$ cat src/rtl/toggle_cover_pkg.sv
// Shared constants and helpers for the toggle coverage collector and its priority encoder.
package toggle_cover_pkg;

  localparam int IDX_W               = 32;
  localparam int COVER_TOTAL_DEFAULT = 10906;

  typedef logic [IDX_W-1:0] cover_idx_t;

  // Bit-index width for a vector of w bits; never collapses to zero width.
  function automatic int idx_width(input int w);
    return (w > 1) ? $clog2(w) : 1;
  endfunction

endpackage

$ cat src/rtl/cover_prio_enc.sv
// Lowest-set-bit priority encoder used to pick the next pending first hit.
module cover_prio_enc
  import toggle_cover_pkg::*;
#(
  parameter int WIDTH = 29,
  parameter int IW    = idx_width(WIDTH)
) (
  input  logic [WIDTH-1:0] req,
  output logic             found,
  output logic [IW-1:0]    index
);

  // Scan from the top down so the last match written is the lowest set bit.
  always_comb begin
    found = 1'b0;
    index = '0;
    for (int i = WIDTH - 1; i >= 0; i--) begin
      if (req[i]) begin
        found = 1'b1;
        index = IW'(i);
      end
    end
  end

endmodule

$ cat src/rtl/toggle_cover_collector.sv
// Per-bit toggle detector with sticky coverage map, population count and an optional
// first-hit report stream (enabled by macro TOGGLE_COVER_REPORT_STREAM_EN).
module toggle_cover_collector
  import toggle_cover_pkg::*;
#(
  parameter int WIDTH       = 29,
  parameter int COVER_INDEX = 0,
  parameter int COVER_TOTAL = COVER_TOTAL_DEFAULT
) (
  input  logic                       clock,
  input  logic                       reset,
  input  logic [WIDTH-1:0]           sig,
  input  logic                       enable,
  input  logic                       clear,
  output logic [WIDTH-1:0]           valid,
  output logic [WIDTH-1:0]           covered,
  output logic [$clog2(WIDTH+1)-1:0] covered_cnt,
  output logic                       all_covered,
  output logic                       rpt_valid,
  input  logic                       rpt_ready,
  output logic [IDX_W-1:0]           rpt_index
);

  localparam int CNT_W = $clog2(WIDTH + 1);

  logic [WIDTH-1:0] prev;
  logic             primed;
  logic [WIDTH-1:0] valid_next;
  logic [WIDTH-1:0] covered_next;
  logic [CNT_W-1:0] cnt_next;

  always_comb begin
    valid_next   = (primed && enable) ? (sig ^ prev) : '0;
    covered_next = clear ? '0 : (covered | valid_next);
    cnt_next     = '0;
    for (int i = 0; i < WIDTH; i++) begin
      cnt_next = cnt_next + CNT_W'(covered_next[i]);
    end
  end

  // prev tracks sig unconditionally so re-enabling never reports a stale edge.
  always_ff @(posedge clock) begin
    if (reset) begin
      prev        <= '0;
      primed      <= 1'b0;
      valid       <= '0;
      covered     <= '0;
      covered_cnt <= '0;
      all_covered <= 1'b0;
    end else begin
      prev        <= sig;
      primed      <= 1'b1;
      valid       <= valid_next;
      covered     <= covered_next;
      covered_cnt <= cnt_next;
      all_covered <= (cnt_next == CNT_W'(WIDTH));
    end
  end

`ifdef TOGGLE_COVER_REPORT_STREAM_EN
  localparam int IW = idx_width(WIDTH);

  logic [WIDTH-1:0] pending;
  logic [WIDTH-1:0] first_hit;
  logic [WIDTH-1:0] load_mask;
  logic             pend_found;
  logic [IW-1:0]    pend_idx;
  logic             load;

  cover_prio_enc #(
    .WIDTH (WIDTH),
    .IW    (IW)
  ) u_prio (
    .req   (pending),
    .found (pend_found),
    .index (pend_idx)
  );

  always_comb begin
    first_hit = valid_next & ~covered;
    load      = pend_found && (!rpt_valid || rpt_ready);
    load_mask = load ? (WIDTH'(1) << pend_idx) : '0;
  end

  // The report register only reloads when empty or draining, so a stalled index holds.
  always_ff @(posedge clock) begin
    if (reset) begin
      pending   <= '0;
      rpt_valid <= 1'b0;
      rpt_index <= '0;
    end else if (clear) begin
      pending   <= '0;
      rpt_valid <= 1'b0;
    end else begin
      pending <= (pending & ~load_mask) | first_hit;
      if (load) begin
        rpt_valid <= 1'b1;
        rpt_index <= IDX_W'(COVER_INDEX) + IDX_W'(pend_idx);
      end else if (rpt_ready) begin
        rpt_valid <= 1'b0;
      end
    end
  end
`else
  logic unused_ready;

  assign unused_ready = rpt_ready;
  assign rpt_valid    = 1'b0;
  assign rpt_index    = '0;
`endif

`ifndef SYNTHESIS
  always_ff @(posedge clock) begin
    assert (COVER_INDEX + WIDTH <= COVER_TOTAL)
      else $error("cover index range exceeds COVER_TOTAL");
  end
`endif

endmodule
$ cat config.mk
export PLATFORM = sky130hd
export DESIGN_NAME = toggle_cover_collector
export DESIGN_NICKNAME = d
export VERILOG_FILES = /design/src/rtl/toggle_cover_pkg.sv /design/src/rtl/cover_prio_enc.sv /design/src/rtl/toggle_cover_collector.sv
export SDC_FILE = /design/constraint.sdc
export NUM_CORES = 1
export LEC_CHECK = 0
export BUFFER_PORTS_ARGS = -buffer_cell sky130_fd_sc_hd__buf_2
export CORE_MARGIN = 2
export CORE_UTILIZATION = 31
export DETAILED_ROUTE_END_ITERATION = 6
export GPL_ROUTABILITY_DRIVEN = 1
export PLACE_DENSITY = 0.53
export SLEW_MARGIN = 20
export SYNTH_ARGS = -nofsm -noshare
export SYNTH_HDL_FRONTEND = slang
export SYNTH_SLANG_ARGS = --single-unit
export TNS_END_PERCENT = 30
$ cat constraint.sdc
create_clock -name clock -period 6.3 [get_ports clock]
set_clock_uncertainty 0.2 [all_clocks]
set_input_delay 0.315 -clock clock [delete_from_list [all_inputs] [get_ports clock]]
set_output_delay 0.315 -clock clock [all_outputs]
set_load 0.02 [all_outputs]
# Word-level counts from Yosys, hierarchy flattened
# Index checks and enable logic that the tools add are counted.
[op_classes]
addsub = 28
eq_ne = 1
muxes = 3
bitwise = 2
n_reduce_logical = 1
[ops]
columns = ["op", "count"]
rows = [
  ["adder 5 x 1 -> 5 bit", 24],
  ["2-to-1 mux 29 bit", 2],
  ["bitwise OR 29 bit", 1],
  ["XOR 29 bit", 1],
  ["adder 4 x 1 -> 5 bit", 1],
  ["== test 5 bit, second input constant", 1],
  ["adder 3 x 1 -> 4 bit", 1],
  ["adder 2 x 1 -> 3 bit", 1],
  ["adder 1 x 1 -> 2 bit", 1],
  ["logical AND 1 bit", 1],
  ["2-to-1 mux 1 bit", 1],
]
[word_totals]
reg_bits = 94
inputBits = 34
out_inout_bits = 97
word_cells = 41

# Logic depth before layout (Yosys ltp)
# Gate-level depths: netlist of the first run.
[logic_depth]
depth_word = 33
ltp_mapped = 21
mapped_depth_nobuf = 19

# Least setup slack after synthesis of the first run
# OpenSTA, ideal clock, no wires.
[synth_path]
path_kind = "input to register"
start = "input port enable"
end = "register all_covered"
setup_time_ps = 73
t_arrival_ps = 5468
required_ps = 6027
path_slack_ps = 559
stages = 17
path_buffers = 1
path_cell_list = "and2_1 -> buf_2 -> a21oi_1 -> or2_2 -> fa_1 -> fa_1 -> fa_1 -> inv_1 -> fa_1 -> inv_1 -> fa_1 -> fa_1 -> fa_1 -> inv_1 -> fa_1 -> or4_1 -> nor3_2"
[synth_between]
elab_chain_cells = 33
[synth_rtl]
columns = ["element", "line", "text"]
rows = [
  ["start, declared", "toggle_cover_collector.sv:13", "input logic enable,"],
  ["logical AND 1 bit (*)", "toggle_cover_collector.sv:33", "valid_next = (primed && enable) ? (sig ^ prev) : '0;"],
  ["2-to-1 mux 29 bit (*)", "toggle_cover_collector.sv:33", ""],
  ["bitwise OR 29 bit (*)", "toggle_cover_collector.sv:34", "covered_next = clear ? '0 : (covered | valid_next);"],
  ["2-to-1 mux 29 bit (*)", "toggle_cover_collector.sv:34", ""],
  ["adder 1 x 1 -> 2 bit", "toggle_cover_collector.sv:37", "cnt_next = cnt_next + CNT_W'(covered_next[i]);"],
  ["adder 2 x 1 -> 3 bit", "toggle_cover_collector.sv:37", ""],
  ["adder 3 x 1 -> 4 bit", "toggle_cover_collector.sv:37", ""],
  ["adder 4 x 1 -> 5 bit", "toggle_cover_collector.sv:37", ""],
  ["adder 5 x 1 -> 5 bit (23 in series)", "toggle_cover_collector.sv:37", ""],
  ["adder 5 x 1 -> 5 bit (*)", "toggle_cover_collector.sv:37", ""],
  ["named net cnt_next[1]", "toggle_cover_collector.sv:30", "logic [CNT_W-1:0] cnt_next;"],
  ["== test 5 bit (*)", "toggle_cover_collector.sv:56", "all_covered <= (cnt_next == CNT_W'(WIDTH));"],
  ["end signal, assigned", "toggle_cover_collector.sv:56", ""],
  ["end, declared", "toggle_cover_collector.sv:18", "output logic all_covered,"],
]
# Mark *: on every way through the listed nets, which the timed path passes. The rest lies on a longest branch.
# A chain may end at the register's enable or synchronous reset.

# Worst setup path in the final report of the first run
[layout_path]
start = "register primed"
end = "register all_covered"
[layout_between]
elab_chain_cells = 33
[layout_rtl]
columns = ["element", "line", "text"]
rows = [
  ["start, declared", "toggle_cover_collector.sv:27", "logic primed;"],
  ["start signal, assigned", "toggle_cover_collector.sv:45", "primed <= 1'b0;"],
  ["start signal, assigned", "toggle_cover_collector.sv:52", "primed <= 1'b1;"],
  ["logical AND 1 bit (*)", "toggle_cover_collector.sv:33", ""],
  ["2-to-1 mux 29 bit (*)", "toggle_cover_collector.sv:33", ""],
  ["bitwise OR 29 bit (*)", "toggle_cover_collector.sv:34", ""],
  ["2-to-1 mux 29 bit (*)", "toggle_cover_collector.sv:34", ""],
  ["adder 1 x 1 -> 2 bit", "toggle_cover_collector.sv:37", ""],
  ["adder 2 x 1 -> 3 bit", "toggle_cover_collector.sv:37", ""],
  ["adder 3 x 1 -> 4 bit", "toggle_cover_collector.sv:37", ""],
  ["adder 4 x 1 -> 5 bit", "toggle_cover_collector.sv:37", ""],
  ["adder 5 x 1 -> 5 bit (23 in series)", "toggle_cover_collector.sv:37", ""],
  ["adder 5 x 1 -> 5 bit (*)", "toggle_cover_collector.sv:37", ""],
  ["named net cnt_next[1]", "toggle_cover_collector.sv:30", ""],
  ["== test 5 bit (*)", "toggle_cover_collector.sv:56", ""],
]
# Marked as above.

==> metrics.cfg, run 1 <==
[outcome]
status = finished, final reports clean

[power_and_ir_drop]
power_frac_seq_pct = 44.9
power.share.combinational_pct = 21.0
p_total_uw = 1420
p_int_uw = 1010
swShare_pct = 28.5
p_per_area_mw_per_mm2 = 300
p_leak_uw = 0.00241
ir_drop_mv = 0.129
power.switching_uw = 403
p_clk_share_pct = 34.1

[clock_network]
cts_max_level = 3
cts.sinks = 94
clock_path_buffers = 2
clkSlewWorstSetupHoldPaths_ns = 0.06
holdBufCountCts = 0
worstSkewPairLatency_ns = 0.34
cts_root_buffer = clkbuf_16
cts_tree = built
cts_setup_buffers = 0
cts_resized = 0
numCtsBuffers = 9

[final_layout]
utilization_pct = 37.7
final_nets = 538
diodes = 0
drive_above_1_share_pct = 28.2
syn_to_final_growth_pct = 20.2

[floorplanning]
die_w_um = 117
initial_core_util_pct = 31.4
rows = 41
fp.dieH_um = 117
coreArea_sq_mm = 0.0125
ios = 131
dieArea_sq_mm = 0.0136

[run]
cap_violations = 0

[setup_path]
end_kind = register
worstSetupPathType = reg -> reg
crit_required_ns = 6.37
r2r-end = all_covered
rr_worst_depth = 17
r2r_start = primed
cp.arrival_ns = 6.02
cp_max_fo = 22
r2r_slack_ns = 0.35
cp-start-kind = register

[timing]
hold_viol = 0
fin_crit_ns = 5.95
fmax_mhz = 168
tns_ns = 0
worst_pin_slew_ns = 1.02
hold_slack_ns = 0.0124
min_period_over_period_pct = 94.5
slew-limit-headroom_pct = 32.2
rsz0062_at_grt = no
setup_viol = 0
drv_slew = 0

[route]
drc = 0
dr.pass1.iters = 4
postRouteAntennaNets = 0
via_count = 2610
wirelength_um = 8040
drt_iter0_markers = 136
vias_per_cell = 4.01
wl_per_cell_um = 12.4

[yosys]
synth.most_common_cell = dfxtp_1
ys_seq_area_share_pct = 47.9
synth-seq-cells = 94
ys.flop_type = dfxtp_1
synth_edf_count = 0
synth_commonest_cells = dfxtp_1, nor2_1, buf_4
yosys.area.top_type = dfxtp_1
syn_inst = 383
mappedNetlistArea_sq_mm = 0.00393
yosysUniqueCellTypes = 23
synth_top_area_share_pct = 47.9
ys_warn_count = 0
syn_area_per_cell_sq_um = 10.3
async_flop_share_pct = 0
synth_area_leaders = dfxtp_1, fa_1, xor2_1, buf_4, nor2b_1

[placed_design]
dp_hpwl_um = 6000
routabilityCongestion = 0.752
portBuffers = 96

[global_routing]
grt_use_total_pct = 12.1
grt_pass1_wl_um = 12500
antenna_found_initial = 0
first_global_vias = 2516
grt_max_degree = 38
gr-total-overflow = 0

[min_path]
min_from = sig[3]
holdPathStages = 2
hp-class = in -> reg
min_to = prev[3]

[worst max-delay path by stage]
stage	slack (ns)	to	from
6_report	0.35	all_covered	primed
4_1_cts	0.19	all_covered	primed
2_1_floorplan	0.56	all_covered	enable
3_3_place_gp	0.15	all_covered	enable
5_1_grt	0.11	all_covered	primed
3_5_place_dp	0.13	all_covered	enable
[power groups by stage]
stage	clock [uW]	sequential, uW	combinational [uW]
2_1_floorplan	0	673	201
3_3_place_gp	0	648	295
3_5_place_dp	0	648	296
4_1_cts	494	636	303
5_1_grt	510	638	342
6_report	483	636	297
[critical path: stages (launching register included)]
cell and delay, ns:
dfxtp_1 0.31, and2_4 0.26, buf_12 0.18, a21oi_1 0.08, or2_2 0.30, fa_1 0.50
fa_1 0.49, inv_1 0.05, fa_1 0.45, fa_1 0.49, inv_1 0.05, fa_1 0.51
fa_1 0.44, fa_1 0.39, inv_1 0.08, fa_1 0.44, or4_1 0.53, nor3_2 0.12
[cell usage in the layout, fill, tap and decap left out, drive strengths merged]
master	netlist	routed
a21o	1	1
a21oi	31	31
and2	1	1
and3	29	29
buf	39	102
clkbuf	13	12
clkinv	0	2
conb	1	33
dfxtp	94	94
fa	21	21
ha	7	7
inv	17	17
nand2	1	1
nor2	45	45
nor2b	30	30
nor3	1	1
o21ai	1	1
or2	18	18
or4	1	1
xnor2	2	2
xor2	30	30
[stage by stage]
stage	worst slack [ns]	instance area, sq um	cells
floorplan	0.559	4050	415
global placement	0.151	4460	637
detailed placement	0.127	4460	637
CTS	0.190	4720	651
global route	0.110	4720	651
finish	0.346	4720	651
[layout make-up]
| class | count | area [sq um] |
|---|---|---|
| flip-flops and latches | 94 | 1880 |
| clock inverters | 2 | 10.0 |
| multi-input cells | 252 | 1770 |
| inverters | 17 | 63.8 |
| clock buffers | 12 | 246 |
| repair buffers | 102 | 538 |
| fillers | 1315 | 7800 |
| well taps | 172 | 215 |
[cells by family after synthesis]
kind of cell	synth area share, %
flops	47.9
buf+inv	10.3
fa+ha+maj	12.9
simple gates	17.3
compound gates	4.30
xor+xnor	7.14
other cells	0.0955
[routing by layer]
metal	track usage [%]	vias to the layer above	wire length, um
li1	-	1316	-
met1	15.3	1202	3670
met2	18.6	80	3530
met3	4.26	12	682
met4	5.65	0	161
met5	0	-	0
[registers in the layout, indices dropped and copies added (netlist names)]
register     flops
covered_cnt      5
covered         29
prev            29
valid           29
primed           1
all_covered      1
No activity file was read; power rests on OpenSTA's default activity.
==> run 2, diff against run 1 <==
- CORE_MARGIN: 2 -> default
- CTS_CLUSTER_DIAMETER: default -> 120
==> metrics.cfg, run 2 (synthesized netlist as in run 1, its figures left out) <==
[min_path]
min_to = prev[14]
holdPathStages = 2
min_from = sig[14]
hp-class = in -> reg

[setup_path]
cp_max_fo = 16
end_kind = register
r2r_start = primed
critPathMaxStageDelay_ns = 0.56
crit_required_ns = 6.37
cp_top_family = adder cells
rr_worst_depth = 16
crit_path_cell_trace = and2_2, a21oi_1, or2_2, fa_1, fa_1, fa_1, inv_1, fa_1, inv_1, fa_1, fa_1, fa_1, inv_1, fa_1, or4_1, nor3_2
cp-startpoint = primed
crit_top_cell = fa_1
path_buf_inv = 3
cp-start-kind = register
r2r-end = all_covered
r2r_slack_ns = 0.22
critPathSlowestCell = fa_1
worstSetupPathType = reg -> reg
cp.arrival_ns = 6.15

[floorplanning]
dieArea_sq_mm = 0.0131
ios = 131
fp.dieH_um = 115
initial_core_util_pct = 32.3
coreArea_sq_mm = 0.0122
rows = 40
die_w_um = 115

[route]
drt_iter0_markers = 83
wirelength_um = 7930
wl_per_cell_um = 12.2
dr.pass1.iters = 4
via_count = 2627
vias_per_cell = 4.02
drc = 0
postRouteAntennaNets = 0

[global_routing]
grt_max_degree = 38
grt_pass1_wl_um = 12500
antenna_found_initial = 0
gr-total-overflow = 0
grt_use_total_pct = 12.8
first_global_vias = 2570

[clock_network]
cts.sinks = 94
clkSlewWorstSetupHoldPaths_ns = 0.07
cts_max_level = 3
numCtsBuffers = 9
cts_root_buffer = clkbuf_16
clock_path_buffers = 2
worstSkewPairLatency_ns = 0.34
cts_setup_buffers = 0
cts_tree = built

[timing]
hold_slack_ns = 0.0101
fin_crit_ns = 6.08
tns_ns = 0
slew-limit-headroom_pct = 30.6
worst_pin_slew_ns = 1.04
hold_viol = 0
drv_slew = 0
setup_viol = 0
rsz0062_at_grt = no
min_period_over_period_pct = 96.5
fmax_mhz = 165

[final_layout]
final_nets = 542
top_regs = covered (29), prev (29), valid (29)
drive_above_1_share_pct = 28.5
diodes = 0
final_cell_mix = buf_2, dfxtp_1, nor2_1
syn_to_final_growth_pct = 23.2
mostFrequentLayoutCell = buf_2

[placed_design]
routabilityCongestion = 0.765
portBuffers = 96
dp_hpwl_um = 5730

[power_and_ir_drop]
ir_drop_mv = 0.178
p_leak_uw = 0.00245
p_total_uw = 1520
p_per_area_mw_per_mm2 = 314

[outcome]
status = finished, final reports clean

[run]
cap_violations = 0

run 2: cell count changes in the layout (fill, tap and decap cells not counted), sizes merged:
cell         previous run  this run
inv                    17        18
clkinv                  2         3
buf                   102        99
clkbuf                 12        10
bufinv                  0         2
dlygate4sd3             0         7
run 2: layout make-up:
cell class | count | area [sq um]
multi-input cells | 252 | 1770
clock buffers | 10 | 239
well taps | 168 | 210
flip-flops and latches | 94 | 1880
fillers | 1225 | 7330
repair buffers | 106 | 586
inverters | 17 | 63.8
clock inverters | 6 | 83.8
run 2: metrics by stage:
stage / worst slack [ns] / instance area, sq um / instances / util [%]
after detailed placement: 0.111 / 4430 / 630 / 36.4
after CTS: 0.156 / 4820 / 653 / 39.7
after floorplan: 0.559 / 4050 / 415 / -
after global placement: 0.143 / 4430 / 630 / 36.4
final: 0.223 / 4840 / 653 / 39.8
after global routing: 0.00430 / 4840 / 653 / 39.8
run 2: routing by layer:
metal / wire [um] / track usage (%) / up-vias
met4: 152 / 6.23 / 0
met2: 3730 / 20.4 / 83
met5: 0 / 0 / -
met1: 3600 / 15.6 / 1209
met3: 446 / 3.86 / 11
li1: - / - / 1324
run 2: worst register-to-register path: stages (launching register included):
cell and delay [ns]:
dfxtp_1 0.31, and2_2 0.38, a21oi_1 0.14, or2_2 0.31, fa_1 0.56, fa_1 0.46
fa_1 0.52, inv_1 0.05, fa_1 0.49, inv_1 0.05, fa_1 0.53, fa_1 0.44
fa_1 0.39, inv_1 0.08, fa_1 0.44, or4_1 0.54, nor3_2 0.12
run 2: report_power, final:
group          switching (uW)  internal (uW)  total, uW
clock network             226            358        583
logic                     184            117        301
registers                10.6            625        636
total                     420           1100       1520
run 2: worst max path at each step:
stage	slack, ns	end	cells after the start
floorplan	0.56	all_covered	17
global placement	0.14	all_covered	19
detailed placement	0.11	all_covered	19
CTS	0.16	all_covered	18
global route	0.004	all_covered	18
finish	0.22	all_covered	16
run 2: timing repair:
| item | 4_1_cts | 5_1_grt |
|---|---|---|
| setup endpoints to repair | 0 | 2 |
| resized for setup | 0 | 3 |
| endpoints found under the hold margin | 7 | 0 |
| hold buffers | 7 | 0 |
==> run 3, diff against run 2 <==
- ABC_AREA: default -> 1
- PLACE_DENSITY: 0.53 -> 0.52
==> metrics.cfg, run 3 <==
[global_routing]
grt_use_total_pct = 13.0
grtUsageMet3_pct = 3.99
antenna_found_initial = 0
grt_pass1_wl_um = 14400
first_global_vias = 3089
grt_util_met1_pct = 16.0
grt_max_degree = 93
grt_use_met2_pct = 21.3
gr-total-overflow = 0
grt.busiest_layer = met2

[route]
postRouteAntennaNets = 0
dr.pass1.iters = 3
drc = 0
drt_iter0_markers = 142
via_count = 3296
vias_per_cell = 3.95
wl_per_cell_um = 10.6
wirelength_um = 8840

[run]
cap_violations = 0

[setup_path]
path_buf_inv = 5
critPathMaxStageDelay_ns = 0.56
cp-start-kind = primary input
rr_worst_depth = 23
cp_max_fo = 3
crit_path_cell_trace = dlygate4sd3_1, buf_2, or2_2, nand3_1, nand2_1, nand2_1, fa_1, fa_1, fa_1, inv_1, fa_1, inv_1, fa_1, fa_1, fa_1, inv_1, fa_1, or2_2, nor2_1, nand3_1, nor2_1
cp.arrival_ns = 6.06
cp-startpoint = sig[1]
crit_top_cell = fa_1
end_kind = register
r2r_slack_ns = 0.38
r2r-end = all_covered
worst-path-stages = 21
r2r_start = primed
cp_top_family = adder cells
critPathSlowestCell = fa_1
worstSetupPathType = in -> reg
setup.worst_path.end = all_covered
crit_required_ns = 6.38

[clock_network]
cts_root_buffer = clkbuf_16
cts_setup_buffers = 0
worstSkewPairLatency_ns = 0.34
clkSlewWorstSetupHoldPaths_ns = 0.06
cts_resized = 0
clock_path_buffers = 2
holdBufCountCts = 23
cts_max_level = 3
numCtsBuffers = 9
cts_tree = built
cts.sinks = 94

[timing]
slew-limit-headroom_pct = 33.7
fin_crit_ns = 5.98
setup_viol = 0
min_period_over_period_pct = 94.9
rsz0062_at_grt = no
drv_slew = 0
hold_viol = 0
fmax_mhz = 167
setup_ws_ns = 0.321
tns_ns = 0
worst_pin_slew_ns = 0.995

[yosys]
synth.most_common_cell = inv_1
async_flop_share_pct = 0
syn_inst = 538
synth_area_leaders = dfxtp_1, fa_1, inv_1, nand2_1, nor2_1
ys_warn_count = 0
synth-seq-cells = 94
yosysUniqueCellTypes = 20
synth_commonest_cells = inv_1, nand2_1, dfxtp_1
syn_area_per_cell_sq_um = 8.04
yosys.area.top_type = dfxtp_1
ys.flop_type = dfxtp_1
synth_top_area_share_pct = 43.5
synth_edf_count = 0
mappedNetlistArea_sq_mm = 0.00433
ys_seq_area_share_pct = 43.5

[placed_design]
routabilityCongestion = 0.777
place_ws_ns = 0.288
dp_hpwl_um = 6390
placed_cell_area_sq_mm = 0.00484
portBuffers = 96

[floorplanning]
initial_core_util_pct = 32.2
ios = 131
rows = 42
fp.dieH_um = 120
dieArea_sq_mm = 0.0144
die_w_um = 120
coreArea_sq_mm = 0.0135

[final_layout]
mostFrequentLayoutCell = inv_1
fill_cells = 1397
top_regs = covered (29), prev (29), valid (29)
multi_input_area_sq_mm = 0.00180
drive_above_1_share_pct = 23.5
final_cell_mix = inv_1, nand2_1, buf_2
syn_to_final_growth_pct = 23.8
final_nets = 716
seq_area_sq_mm = 0.00188
stdcell_area_sq_mm = 0.00536
diodes = 0

[power_and_ir_drop]
p_total_uw = 1490
ir_drop_mv = 0.121
p_per_area_mw_per_mm2 = 278
p_leak_uw = 0.00286

[outcome]
status = finished, final reports clean

[min_path]
hp-class = in -> reg

-- run 3: cell types whose count changed after synthesis, moves of 10 or more --
| cell | delta |
|---|---|
| nand2_1 | +95 |
| inv_1 | +89 |
| nor2_1 | +48 |
| nor2b_1 | -30 |
| xor2_1 | -30 |
| a21oi_1 | -29 |
| and3_1 | -29 |
| nand3_1 | +26 |
| clkbuf_1 | -11 |
| nand3_2 | +10 |
-- run 3: logic make-up after synthesis --
| logic type | count (synthesis) | share of synthesized area (%) |
|---|---|---|
| other | 1 | 0.0867 |
| AOI/OAI and AO/OA | 2 | 0.231 |
| DFF | 94 | 43.5 |
| adders and majority gates | 28 | 11.7 |
| and+or+nand+nor | 255 | 26.9 |
| buffers and inverters | 158 | 17.6 |
-- run 3: worst min-delay path by stage --
stage                     startpoint   endpoint  slack (ns)  cells after the start
after floorplan               sig[0]    prev[0]        0.22                      2
after global placement      prev[21]  valid[21]        0.32                      3
after detailed placement    prev[21]  valid[21]        0.33                      3
after CTS                    sig[14]   prev[14]       0.001                      3
after global routing          sig[7]    prev[7]       0.004                      3
final                         sig[9]    prev[9]       0.008                      3
-- run 3: cell type report --
| type | instances | area share, % |
|---|---|---|
| timing repair buffer | 123 | 14.1 |
| sequential | 94 | 35.1 |
| clock buffer | 13 | 5.05 |
| clock inverter | 3 | 0.327 |
| inverter | 108 | 7.57 |
| tap | 176 | 4.11 |
| multi-input combinational | 318 | 33.7 |
-- run 3: tightest hold or removal path, stage by stage --
cell and delay, ns:
buf_2 0.09, inv_1 0.04, nor2_1 0.07
-- run 3: power breakdown --
part           switching [uW]  internal [uW]
clock network             221            299
logic                     208            127
registers                10.7            625
total                     440           1050
-- run 3: stage by stage --
stage / hold WS (ns) / util, % / std cells
floorplan: 0.222 / - / 570
global placement: 0.317 / 36.0 / 796
detailed placement: 0.329 / 36.0 / 796
CTS: 0.00110 / 39.8 / 835
global route: 0.00426 / 39.8 / 835
finish: 0.00770 / 39.8 / 835
-- run 3: metal layers --
| metal | routed length [um] | vias up |
|---|---|---|
| met5 | 0 | - |
| met1 | 4110 | 1476 |
| met3 | 406 | 12 |
| li1 | - | 1734 |
| met2 | 4180 | 74 |
| met4 | 144 | 0 |
